==> config.mk <==
export PLATFORM = sky130hd
export DESIGN_NAME = instr_prefetch
export DESIGN_NICKNAME = d
export VERILOG_FILES = /design/src/rtl/instr_prefetch_pkg.sv /design/src/rtl/instr_queue.sv /design/src/rtl/instr_prefetch.sv
export SDC_FILE = /design/constraint.sdc
export NUM_CORES = 1
export LEC_CHECK = 0
export CAP_MARGIN = 30
export CORE_MARGIN = 3
export CORE_UTILIZATION = 45
export DETAILED_ROUTE_END_ITERATION = 10
export GPL_ROUTABILITY_DRIVEN = 0
export GPL_TIMING_DRIVEN = 0
export PLACE_DENSITY = 0.67
export SLEW_MARGIN = 25
export SYNTH_ARGS = -nofsm -noshare
export SYNTH_HDL_FRONTEND = slang
export SYNTH_SLANG_ARGS = --single-unit
export TNS_END_PERCENT = 10
==> constraint.sdc <==
create_clock -name clk -period 8.2 [get_ports clk]
set_input_delay 1.64 -clock clk [delete_from_list [all_inputs] [get_ports clk]]
set_output_delay 1.64 -clock clk [all_outputs]
set_load 0.02 [all_outputs]
==> src/rtl/instr_prefetch_pkg.sv <==
// Shared widths and sizing helpers for the instruction prefetch stage.
package instr_prefetch_pkg;

    localparam int unsigned WORD_WIDTH = 16;
    localparam int unsigned NIB_WIDTH  = 4;
    localparam int unsigned BYTE_WIDTH = 8;

    // Width of a counter that must hold 0..2*depth.
    function automatic int unsigned cnt_width(input int unsigned depth);
        return $clog2(2 * depth + 1);
    endfunction

endpackage

==> src/rtl/instr_queue.sv <==
// In-order FIFO of {pc, word} pairs with push/pop/flush; push and pop may coincide at any fill level.
module instr_queue #(
    parameter int unsigned WordWidth = 16,
    parameter int unsigned Depth     = 4,
    localparam int unsigned CntW     = $clog2(Depth + 1)
) (
    input  logic                 clk_i,
    input  logic                 rst_ni,
    input  logic                 push_i,
    input  logic [WordWidth-1:0] pc_i,
    input  logic [WordWidth-1:0] word_i,
    input  logic                 pop_i,
    input  logic                 flush_i,
    output logic [WordWidth-1:0] pc_o,
    output logic [WordWidth-1:0] word_o,
    output logic [CntW-1:0]      count_o,
    output logic                 full_o,
    output logic                 empty_o
);

    localparam int unsigned PtrW = $clog2(Depth);

    logic [WordWidth-1:0] pc_q   [Depth];
    logic [WordWidth-1:0] word_q [Depth];
    logic [PtrW-1:0]      rd_ptr_q, rd_ptr_d;
    logic [PtrW-1:0]      wr_ptr_q, wr_ptr_d;
    logic [CntW-1:0]      count_q, count_d;

    always_comb begin
        rd_ptr_d = rd_ptr_q;
        wr_ptr_d = wr_ptr_q;
        count_d  = count_q;
        if (flush_i) begin
            rd_ptr_d = '0;
            wr_ptr_d = '0;
            count_d  = '0;
        end else begin
            if (push_i) wr_ptr_d = wr_ptr_q + PtrW'(1);
            if (pop_i)  rd_ptr_d = rd_ptr_q + PtrW'(1);
            count_d = count_q + CntW'(push_i) - CntW'(pop_i);
        end
    end

    always_ff @(posedge clk_i or negedge rst_ni) begin
        if (!rst_ni) begin
            rd_ptr_q <= '0;
            wr_ptr_q <= '0;
            count_q  <= '0;
            for (int i = 0; i < int'(Depth); i++) begin
                pc_q[i]   <= '0;
                word_q[i] <= '0;
            end
        end else begin
            rd_ptr_q <= rd_ptr_d;
            wr_ptr_q <= wr_ptr_d;
            count_q  <= count_d;
            if (push_i && !flush_i) begin
                pc_q[wr_ptr_q]   <= pc_i;
                word_q[wr_ptr_q] <= word_i;
            end
        end
    end

    assign pc_o    = pc_q[rd_ptr_q];
    assign word_o  = word_q[rd_ptr_q];
    assign count_o = count_q;
    assign full_o  = (count_q == CntW'(Depth));
    assign empty_o = (count_q == '0);

endmodule

==> src/rtl/instr_prefetch.sv <==
// Prefetch stage: fetch counter, credit-gated request issue, stale-response drop, and decode queue.
module instr_prefetch #(
    parameter int unsigned WORD_WIDTH = instr_prefetch_pkg::WORD_WIDTH,
    parameter int unsigned DEPTH      = 4,
    parameter int unsigned RESET_ADDR = 0
) (
    input  logic                  clk,
    input  logic                  do_reset_n,
    output logic                  mem_req,
    output logic [WORD_WIDTH-1:0] mem_addr,
    input  logic                  mem_gnt,
    input  logic                  mem_rvalid,
    input  logic [WORD_WIDTH-1:0] mem_rdata,
    input  logic                  redirect,
    input  logic [WORD_WIDTH-1:0] redirect_addr,
    output logic                  instr_valid,
    output logic [WORD_WIDTH-1:0] instr,
    output logic [WORD_WIDTH-1:0] instr_pc,
    input  logic                  instr_ready
);
    import instr_prefetch_pkg::*;

    localparam int unsigned CntW  = cnt_width(DEPTH);
    localparam int unsigned QCntW = $clog2(DEPTH + 1);

    logic [WORD_WIDTH-1:0] fetch_pc_q, fetch_pc_d;
    logic [WORD_WIDTH-1:0] ret_pc_q, ret_pc_d;
    logic [CntW-1:0]       inflight_q, inflight_d;
    logic [CntW-1:0]       drop_q, drop_d;
    logic [CntW-1:0]       credit;
    logic [QCntW-1:0]      q_count;
    logic                  q_full, q_empty;
    logic                  grant, drop_nz, discard, push, pop;

    // Live (non-stale) outstanding requests plus queued words bound the occupancy.
    assign credit  = CntW'(q_count) + inflight_q - drop_q;
    assign mem_req = do_reset_n & ~redirect & (credit < CntW'(DEPTH));
    assign mem_addr = fetch_pc_q;

    assign grant   = mem_req & mem_gnt;
    assign drop_nz = (drop_q != '0);
    assign discard = mem_rvalid & (drop_nz | redirect);
    assign push    = mem_rvalid & ~discard;
    assign pop     = instr_valid & instr_ready;

    always_comb begin
        fetch_pc_d = fetch_pc_q;
        ret_pc_d   = ret_pc_q;
        inflight_d = inflight_q + CntW'(grant) - CntW'(mem_rvalid);
        drop_d     = drop_q;
        if (mem_rvalid && drop_nz) drop_d = drop_q - CntW'(1);
        if (grant) fetch_pc_d = fetch_pc_q + WORD_WIDTH'(1);
        if (push)  ret_pc_d   = ret_pc_q + WORD_WIDTH'(1);
        if (redirect) begin
            fetch_pc_d = redirect_addr;
            ret_pc_d   = redirect_addr;
            drop_d     = inflight_d;
        end
    end

    always_ff @(posedge clk or negedge do_reset_n) begin
        if (!do_reset_n) begin
            fetch_pc_q <= WORD_WIDTH'(RESET_ADDR);
            ret_pc_q   <= WORD_WIDTH'(RESET_ADDR);
            inflight_q <= '0;
            drop_q     <= '0;
        end else begin
            fetch_pc_q <= fetch_pc_d;
            ret_pc_q   <= ret_pc_d;
            inflight_q <= inflight_d;
            drop_q     <= drop_d;
        end
    end

    instr_queue #(
        .WordWidth (WORD_WIDTH),
        .Depth     (DEPTH)
    ) u_queue (
        .clk_i   (clk),
        .rst_ni  (do_reset_n),
        .push_i  (push),
        .pc_i    (ret_pc_q),
        .word_i  (mem_rdata),
        .pop_i   (pop),
        .flush_i (redirect),
        .pc_o    (instr_pc),
        .word_o  (instr),
        .count_o (q_count),
        .full_o  (q_full),
        .empty_o (q_empty)
    );

    assign instr_valid = ~q_empty;

`ifndef SYNTHESIS
    always_ff @(posedge clk) begin
        if (do_reset_n) begin
            assert (!(push && q_full && !pop))
                else $error("instr_prefetch: response would overflow the queue");
        end
    end
`endif

endmodule

### Word level (Yosys, flattened, before mapping)

Index checks and enable logic that the tools add are counted.

| storage, ports and cells | value |
|---|---|
| flip-flop bits (word level) | 175 |
| input port bits | 38 |
| output and inout port bits | 50 |
| word-level logic and storage cells | 73 |

| operators by class | value |
|---|---|
| $add $sub $neg | 11 |
| magnitude comparators | 4 |
| mux-type cells | 21 |
| bitwise operators | 12 |
| reduce and logical (&&, ||, !) cells | 10 |

Operators by type and width:

| cell | number |
|---|---|
| two-way mux 16 bit | 9 |
| bitwise mux 64 bit | 2 |
| binary-select mux 16 bit (select 2 bit) | 2 |
| adder 16 x 1 -> 16 bit (second input constant) | 2 |
| demux 16 bit (select 2 bit) | 1 |
| two-way mux 2 bit | 4 |
| two-way mux 4 bit | 2 |
| nonzero test 2 bit | 4 |
| AND 1 bit | 6 |
| greater-or-equal comparator 3 bit (second input constant) | 2 |
| NOT 2 -> 3 bit | 2 |
| adder 2 x 1 -> 2 bit (second input constant) | 2 |
| adder 3 x 4 -> 4 bit | 1 |
| adder 4 x 1 -> 4 bit | 1 |
| < comparator 4 x 3 -> 1 bit (second input constant) | 1 |
| nonzero test 4 bit | 1 |
| subtractor 4 x 1 -> 4 bit | 1 |
| subtractor 4 x 1 -> 4 bit (second input constant) | 1 |
| subtractor 4 bit | 1 |
| adder 3 x 1 -> 3 bit | 1 |
| logical AND 1 bit | 3 |
| logical NOT 3 bit | 1 |
| < comparator 3 x 1 -> 1 bit (second input constant) | 1 |
| two-way mux 3 bit | 1 |
| other kinds (4) | 6 |

### Depth between registers and ports, before layout

Gate-level depths: netlist of run 1.

| logic depth | value |
|---|---|
| depth after elaboration | 8 |
| gate-level depth with buffers | 18 |
| mapped depth without buffers | 16 |

### Hierarchy

From an unflattened synthesis of run 1, not the netlist that was laid out.

| unflattened totals | value |
|---|---|
| cell total of the unflattened synthesis | 618 |
| area, all modules | 8939.8 µm² |

By module, submodules not included:

| module | times used | cells an instance | area an instance (µm²) | seq. area each (µm²) |
|---|---|---|---|---|
| instr_queue | 1 | 348 | 6399.9 | 3378.2 |
| instr_prefetch | 1 | 270 | 2539.9 | 1001.0 |

### Worst setup path after synthesis of run 1

No wires, ideal clock.

| timing | value |
|---|---|
| path type | in2out |
| start | input redirect |
| end | output mem_req |
| arrival time | 2.329 ns |
| data required time | 6.560 ns |
| setup slack | 4.231 ns |
| stages on the path | 3 |
| buffers on the path | 1 |
| cells stage by stage | inv_2 clkbuf_1 o221a_2 |

| between the ends | value |
|---|---|
| cells in the longest elaborated chain, start to end | 3 |

Ends and longest elaborated chain:

| what | line | text |
|---|---|---|
| from (decl) | instr_prefetch.sv:14 | `input logic redirect,` |
| NOT 1 bit | instr_prefetch.sv:37 | `assign mem_req = do_reset_n & ~redirect & (credit < CntW'(DEPTH));` |
| AND 1 bit (2 in series) | instr_prefetch.sv:37 |  |
| to (decl) | instr_prefetch.sv:9 | `output logic mem_req,` |

No other way between the ends.

### Final worst setup path of run 1

| timing | value |
|---|---|
| start | input do_reset_n |
| end | output mem_req |

| between the ends | value |
|---|---|
| cells in the longest elaborated chain, start to end | 2 |

Ends and longest elaborated chain:

| what | line | text |
|---|---|---|
| from (decl) | instr_prefetch.sv:8 | `input logic do_reset_n,` |
| AND 1 bit (2 in series) | instr_prefetch.sv:37 |  |

No other way between the ends.

==> results of run 1 <==
[state kept, by name, indices dropped and copies added, names as in the netlist]
signal / count
drop_q: 4
inflight_q: 4
mem_addr: 16
ret_pc_q: 16
u_queue.count_o: 3
u_queue.pc_q: 64
u_queue.rd_ptr_q: 2
u_queue.word_q: 64
u_queue.wr_ptr_q: 2
[cells by family after synthesis]
kind of cell	synth area share, %
compound gates	5.07
fa+ha+maj	3.37
buf+inv	2.98
mux	26.0
simple gates	6.95
xor+xnor	3.01
flops	52.7
[where the power goes]
part,switching (mW),total [mW],internal [mW]
sequential,0.103,1.10,1.00
clock,0.329,0.809,0.479
combinational,0.576,1.18,0.602
[cell usage after synthesis, types with 6 or more instances]
master | n | area, um2
a31oi_1 | 8 | 50.1
a21boi_0 | 6 | 45.0
nand4_1 | 7 | 43.8
nand3_1 | 11 | 55.1
nor3_1 | 8 | 40.0
o31ai_1 | 6 | 45.0
nor4_1 | 7 | 43.8
mux4_2 | 32 | 721
a21oi_1 | 14 | 70.1
clkbuf_1 | 20 | 75.1
o21ai_0 | 8 | 40.0
xnor2_1 | 19 | 166
buf_1 | 12 | 45.0
o31a_1 | 10 | 87.6
nand2b_1 | 7 | 43.8
inv_1 | 26 | 97.6
nor2_1 | 18 | 67.6
nand2_1 | 25 | 93.8
ha_1 | 16 | 200
dfrtp_1 | 175 | 4380
mux2_2 | 126 | 1420
xor2_1 | 7 | 61.3
[final timing paths]
path | startpoint | end | slack, ns | cells after the start
max | do_reset_n | mem_req | 2.71 | 5
min | u_queue.pc_q[46] | u_queue.pc_q[46] | 0.49 | 2
max reg2reg | inflight_q[1] | drop_q[2] | 4.07 | 18
min reg2reg | u_queue.pc_q[46] | u_queue.pc_q[46] | 0.49 | 2
max in group asynchronous | do_reset_n | ret_pc_q[4] | 6.12 | 2
min in group asynchronous | do_reset_n | u_queue.word_q[57] | 1.20 | 1
[layer usage]
layer / up-vias / part of all wire, %
li1: 2455 / -
met4: 0 / 1.3
met2: 125 / 50
met3: 16 / 4.0
met1: 2699 / 44
met5: - / 0
[area by class of cell]
class / instances / share of cell area [%]
plain buffers: 36 / 1.44
inverters: 27 / 1.00
clock inverters: 9 / 1.07
multi-input cells: 376 / 36.4
clock buffers: 22 / 4.78
well taps: 229 / 2.83
flip-flops and latches: 175 / 43.2
repair buffers: 91 / 9.25
[critical path: cells and delay by family]
kind / cells / cell delay, ns
compound gates: 1 / 0.26
buf+inv: 3 / 1.50
simple gates: 1 / 0.36
[stage by stage]
step                      utilization, %  hold WS, ns  setup TNS [ns]  power (mW)
final                               56.0        0.487               0        3.09
after detailed placement            52.6        0.469               0        2.30
after floorplan                        -        0.445               0        1.86
after global placement              52.4        0.457         -286.95        2.25
after global routing                56.0        0.514               0        3.27
after CTS                           55.9        0.483               0        3.12
==> impl_metrics.py, run 1 <==
metrics = {
    "synth": {
        "yosysSeqAreaShare_pct": 52.7,
        "synth_edf_count": 0,
        "ys_warn_count": 0,
        "synth_cells": 614,
        "ys_types": 48,
        "synthesis.area_um2": 8320,
        "syn-num-nets": 672,
        "syn_avg_cell_area_um2": 13.5,
        "synth-main-ff-cell": "dfrtp_1",
        "ys_seq_elements": 175,
        "async_reset_ff_share_pct": 100,
    },
    "clocking": {
        "cts_sinks": 175,
        "cts-resized-gates": 0,
        "clkTransAtPathRegs_ns": 0.06,
        "cts_buffers": 17,
        "cts_setup_buffers": 0,
        "cts_tree": "yes",
        "hold_buffers": 0,
        "cts_root_buf": "clkbuf_16",
        "h-tree-depth": 4,
        "insertion_delay_ns": 0.43,
        "cts.path.max_buffers": 2,
    },
    "sta": {
        "fin_ws_ns": 2.71,
        "slew_violations": 0,
        "fmax_mhz": 182,
        "hold_viol_final": 0,
        "finalSetupViolCount": 0,
        "skew_ns": 0.0107,
        "tightest_slew_ns": 0.775,
        "period_needed_ns": 5.49,
        "slew_headroom_pct": 48.3,
        "post-route-period-util_pct": 67.0,
        "rsz0062_at_grt": "false",
    },
    "place": {
        "io_buffers": 87,
        "pre_cts_slack_ns": 2.68,
        "dpl_cell_area_um2": 9520,
        "hpwl_um": 13000,
        "place_inst": 932,
    },
    "floorplan": {
        "initial_utilization_pct": 46.0,
        "coreArea_um2": 18100,
        "chipHeight_um": 142,
        "rows": 49,
        "fp.dieArea_um2": 20100,
        "die_x_um": 142,
        "io_pins": 88,
    },
    "setup_path": {
        "worst-endpoint-required_ns": 6.56,
        "worstPathArrival_ns": 3.85,
        "cp_slowest_stage_delay_ns": 0.60,
        "critPathMaxFanout": 89,
        "path_class": "in2out",
        "crit_chain": "buf_8, buf_16, nor4b_2, o221a_2, clkdlybuf4s50_1",
        "crit_path_start_kind": "primary input",
        "cp_slowest_cell": "clkdlybuf4s50_1",
        "cp-end-kind": "primary output",
    },
    "detailed_routing": {
        "num_vias": 5295,
        "wire_per_inst_um": 18.9,
        "ant_nets": 0,
        "initialDrtViolationCount": 233,
        "routed_wl_um": 18300,
        "routed_via_density": 5.49,
        "drc": 0,
        "first_pass_iters": 4,
    },
    "grt": {
        "grt_max_degree": 90,
        "grt_pass1_vias": 5874,
        "overflow": 0,
        "grt_util_all_layers_pct": 19.0,
        "antenna_found_initial": 0,
        "grt.busiest_layer": "met2",
        "grt_use_met3_pct": 3.63,
        "use_met1_pct": 24.3,
        "use_met2_pct": 33.1,
        "grt_pass1_wl_um": 30200,
    },
    "final_layout": {
        "stdcell_area_um2": 10100,
        "final_cell_mix": "dfrtp_1, mux2_2, clkdlybuf4s50_1, mux4_2, inv_1",
        "area_delta_synth_final_pct": 21.8,
        "finalNonFillerCells": 965,
        "multi_input_area_um2": 3690,
        "final.fill_count": 1447,
        "num_antenna_cells": 0,
        "drive_gt1_share_pct": 27.9,
        "layout_commonest_cell": "dfrtp_1",
        "regArea_um2": 4380,
        "final_nets": 782,
    },
    "run": {
        "drv_cap": 0,
    },
    "min_path": {
        "hold_path.class": "reg2reg",
    },
    "power": {
        "total_leakage_power_nw": 4.54,
        "power-per-cell-area_nw_per_um2": 305,
        "peakVddDrop_uv": 171,
    },
    "run_status": {
        "outcome": "complete, no violations",
    },
}
Note: power is estimated with default switching activity, not from simulation.
==> run 2, diff against run 1 <==
- PLACE_DENSITY: 0.67 -> 0.69
- clock period: 8.2 -> 4.6 ns (I/O delays scaled with it)
==> impl_metrics.py, run 2 (synthesis gave the netlist of run 1 again) <==
metrics = {
    "setup_path": {
        "path_buf_inv": 6,
        "rr_startpoint": "inflight_q[1]",
        "reg2reg_depth": 18,
        "path_class": "reg2reg",
        "cp-end-kind": "flip-flop",
        "cp_slowest_stage_delay_ns": 0.53,
        "worst-endpoint-required_ns": 4.94,
        "worstPathArrival_ns": 4.45,
        "cp_slowest_cell": "fa_1",
        "critPathMaxFanout": 10,
        "worstReg2RegEnd": "drop_q[2]",
        "crit_top_cell": "inv_1",
        "crit_chain": "inv_1, fa_1, inv_1, ha_1, and3b_1, o211a_1, o221ai_2, buf_6, buf_2, nand2b_1, ha_1, inv_1, ha_1, inv_1, fa_1, xnor2_1, nand2_1, o21ai_0",
        "cp_top_family": "adder cells",
        "crit_path_start_kind": "flip-flop",
        "rrSetupSlack_ns": 0.50,
    },
    "final_layout": {
        "multi_input_area_um2": 3690,
        "final_nets": 780,
        "final.fill_count": 1476,
        "final_cell_mix": "dfrtp_1, mux2_2, clkdlybuf4s50_1, mux4_2, inv_1",
        "regArea_um2": 4380,
        "area_delta_synth_final_pct": 21.1,
        "num_antenna_cells": 0,
        "reg_top3": "u_queue.pc_q: 64 flops, u_queue.word_q: 64 flops",
        "layout_commonest_cell": "dfrtp_1",
        "drive_gt1_share_pct": 27.8,
    },
    "place": {
        "pre_cts_slack_ns": 0.482,
        "hpwl_um": 12600,
        "io_buffers": 87,
    },
    "detailed_routing": {
        "ant_nets": 0,
        "routed_wl_um": 18000,
        "num_vias": 5265,
        "first_pass_iters": 5,
        "drc": 0,
        "initialDrtViolationCount": 206,
        "routed_via_density": 5.46,
        "wire_per_inst_um": 18.7,
    },
    "power": {
        "power-per-cell-area_nw_per_um2": 537,
        "total_leakage_power_nw": 4.49,
        "peakVddDrop_uv": 292,
    },
    "grt": {
        "grt_util_all_layers_pct": 19.3,
        "grt_pass1_wl_um": 30400,
        "grt_pass1_vias": 5873,
        "antenna_found_initial": 0,
        "grt_max_degree": 94,
        "overflow": 0,
    },
    "sta": {
        "slew_headroom_pct": 40.7,
        "totalNegativeSetupSlack_ns": 0,
        "fmax_mhz": 244,
        "skew_ns": 0.0117,
        "fin_ws_ns": 0.497,
        "slew_violations": 0,
        "tightest_slew_ns": 0.890,
        "rsz0062_at_grt": "false",
        "finalSetupViolCount": 0,
        "period_needed_ns": 4.10,
        "post-route-period-util_pct": 89.2,
        "hold_viol_final": 0,
    },
    "min_path": {
        "hold_path.class": "in2async",
    },
    "floorplan": {
        "io_pins": 88,
        "chipHeight_um": 142,
        "initial_utilization_pct": 46.0,
        "rows": 49,
        "coreArea_um2": 18100,
        "fp.dieArea_um2": 20100,
        "die_x_um": 142,
    },
    "clocking": {
        "cts_buffers": 17,
        "cts_sinks": 175,
        "clkTransAtPathRegs_ns": 0.07,
        "hold_buffers": 0,
        "cts.path.max_buffers": 2,
        "cts_tree": "yes",
        "insertion_delay_ns": 0.43,
        "cts-resized-gates": 0,
        "cts_setup_buffers": 0,
        "cts_root_buf": "clkbuf_16",
        "h-tree-depth": 4,
    },
    "run": {
        "drv_cap": 0,
    },
    "run_status": {
        "outcome": "complete, no violations",
    },
}
[run 2: cell count changes in the layout (fill, tap and decap cells not counted), sizes merged]
cell / previous run / this run
clkinv: 6 / 3
inv: 27 / 33
clkinvlp: 1 / 5
clkbuf: 42 / 38
bufinv: 2 / 0
buf: 21 / 19
[run 2: worst max path at each step]
stage / startpoint / to / slack [ns] / cells after the start
after CTS: inflight_q[1] / drop_q[2] / 0.49 / 18
after floorplan: inflight_q[1] / drop_q[2] / 0.97 / 18
after global routing: inflight_q[1] / drop_q[2] / 0.19 / 18
after global placement: do_reset_n / drop_q[2] / -5.38 / 14
final: inflight_q[1] / drop_q[2] / 0.50 / 18
after detailed placement: do_reset_n / drop_q[2] / 0.48 / 14
[run 2: report_power, final]
| part | internal (mW) | switching, mW |
|---|---|---|
| combinational | 1.06 | 1.02 |
| sequential | 1.78 | 0.186 |
| clock | 0.709 | 0.650 |
| total | 3.55 | 1.86 |
[run 2: cell type report]
class,count,area share [%]
clock buffer,18,4.26
clock inverter,14,1.25
multi-input combinational,376,36.6
timing repair buffer,89,9.08
inverter,27,1.01
tap,229,2.84
sequential,175,43.5
buffer,36,1.45
[run 2: per-layer routing]
metal  track usage, %  share of wire, %
met1             25.4                45
met2             32.6                50
met3             4.07               3.3
met4             5.40               1.2
met5                0                 0
[run 2: stage by stage]
step | area (um2) | instances | power (mW) | hold WS (ns) | util [%]
after detailed placement | 9520 | 932 | 4.08 | 0.472 | 52.6
after global placement | 9470 | 930 | 4.00 | 0.456 | 52.4
after floorplan | 8320 | 614 | 3.32 | 0.445 | -
final | 10100 | 964 | 5.41 | 0.488 | 55.7
after global routing | 10100 | 964 | 5.73 | 0.508 | 55.7
after CTS | 10100 | 964 | 5.46 | 0.486 | 55.7
[run 2: worst register-to-register path: stages (launching register included)]
cell      delay (ns)
dfrtp_1         0.40
inv_1           0.10
fa_1            0.53
inv_1           0.04
ha_1            0.30
and3b_1         0.21
o211a_1         0.24
o221ai_2        0.29
buf_6           0.19
buf_2           0.22
nand2b_1        0.18
ha_1            0.24
inv_1           0.06
ha_1            0.15
inv_1           0.06
fa_1            0.39
xnor2_1         0.22
nand2_1         0.09
o21ai_0         0.11
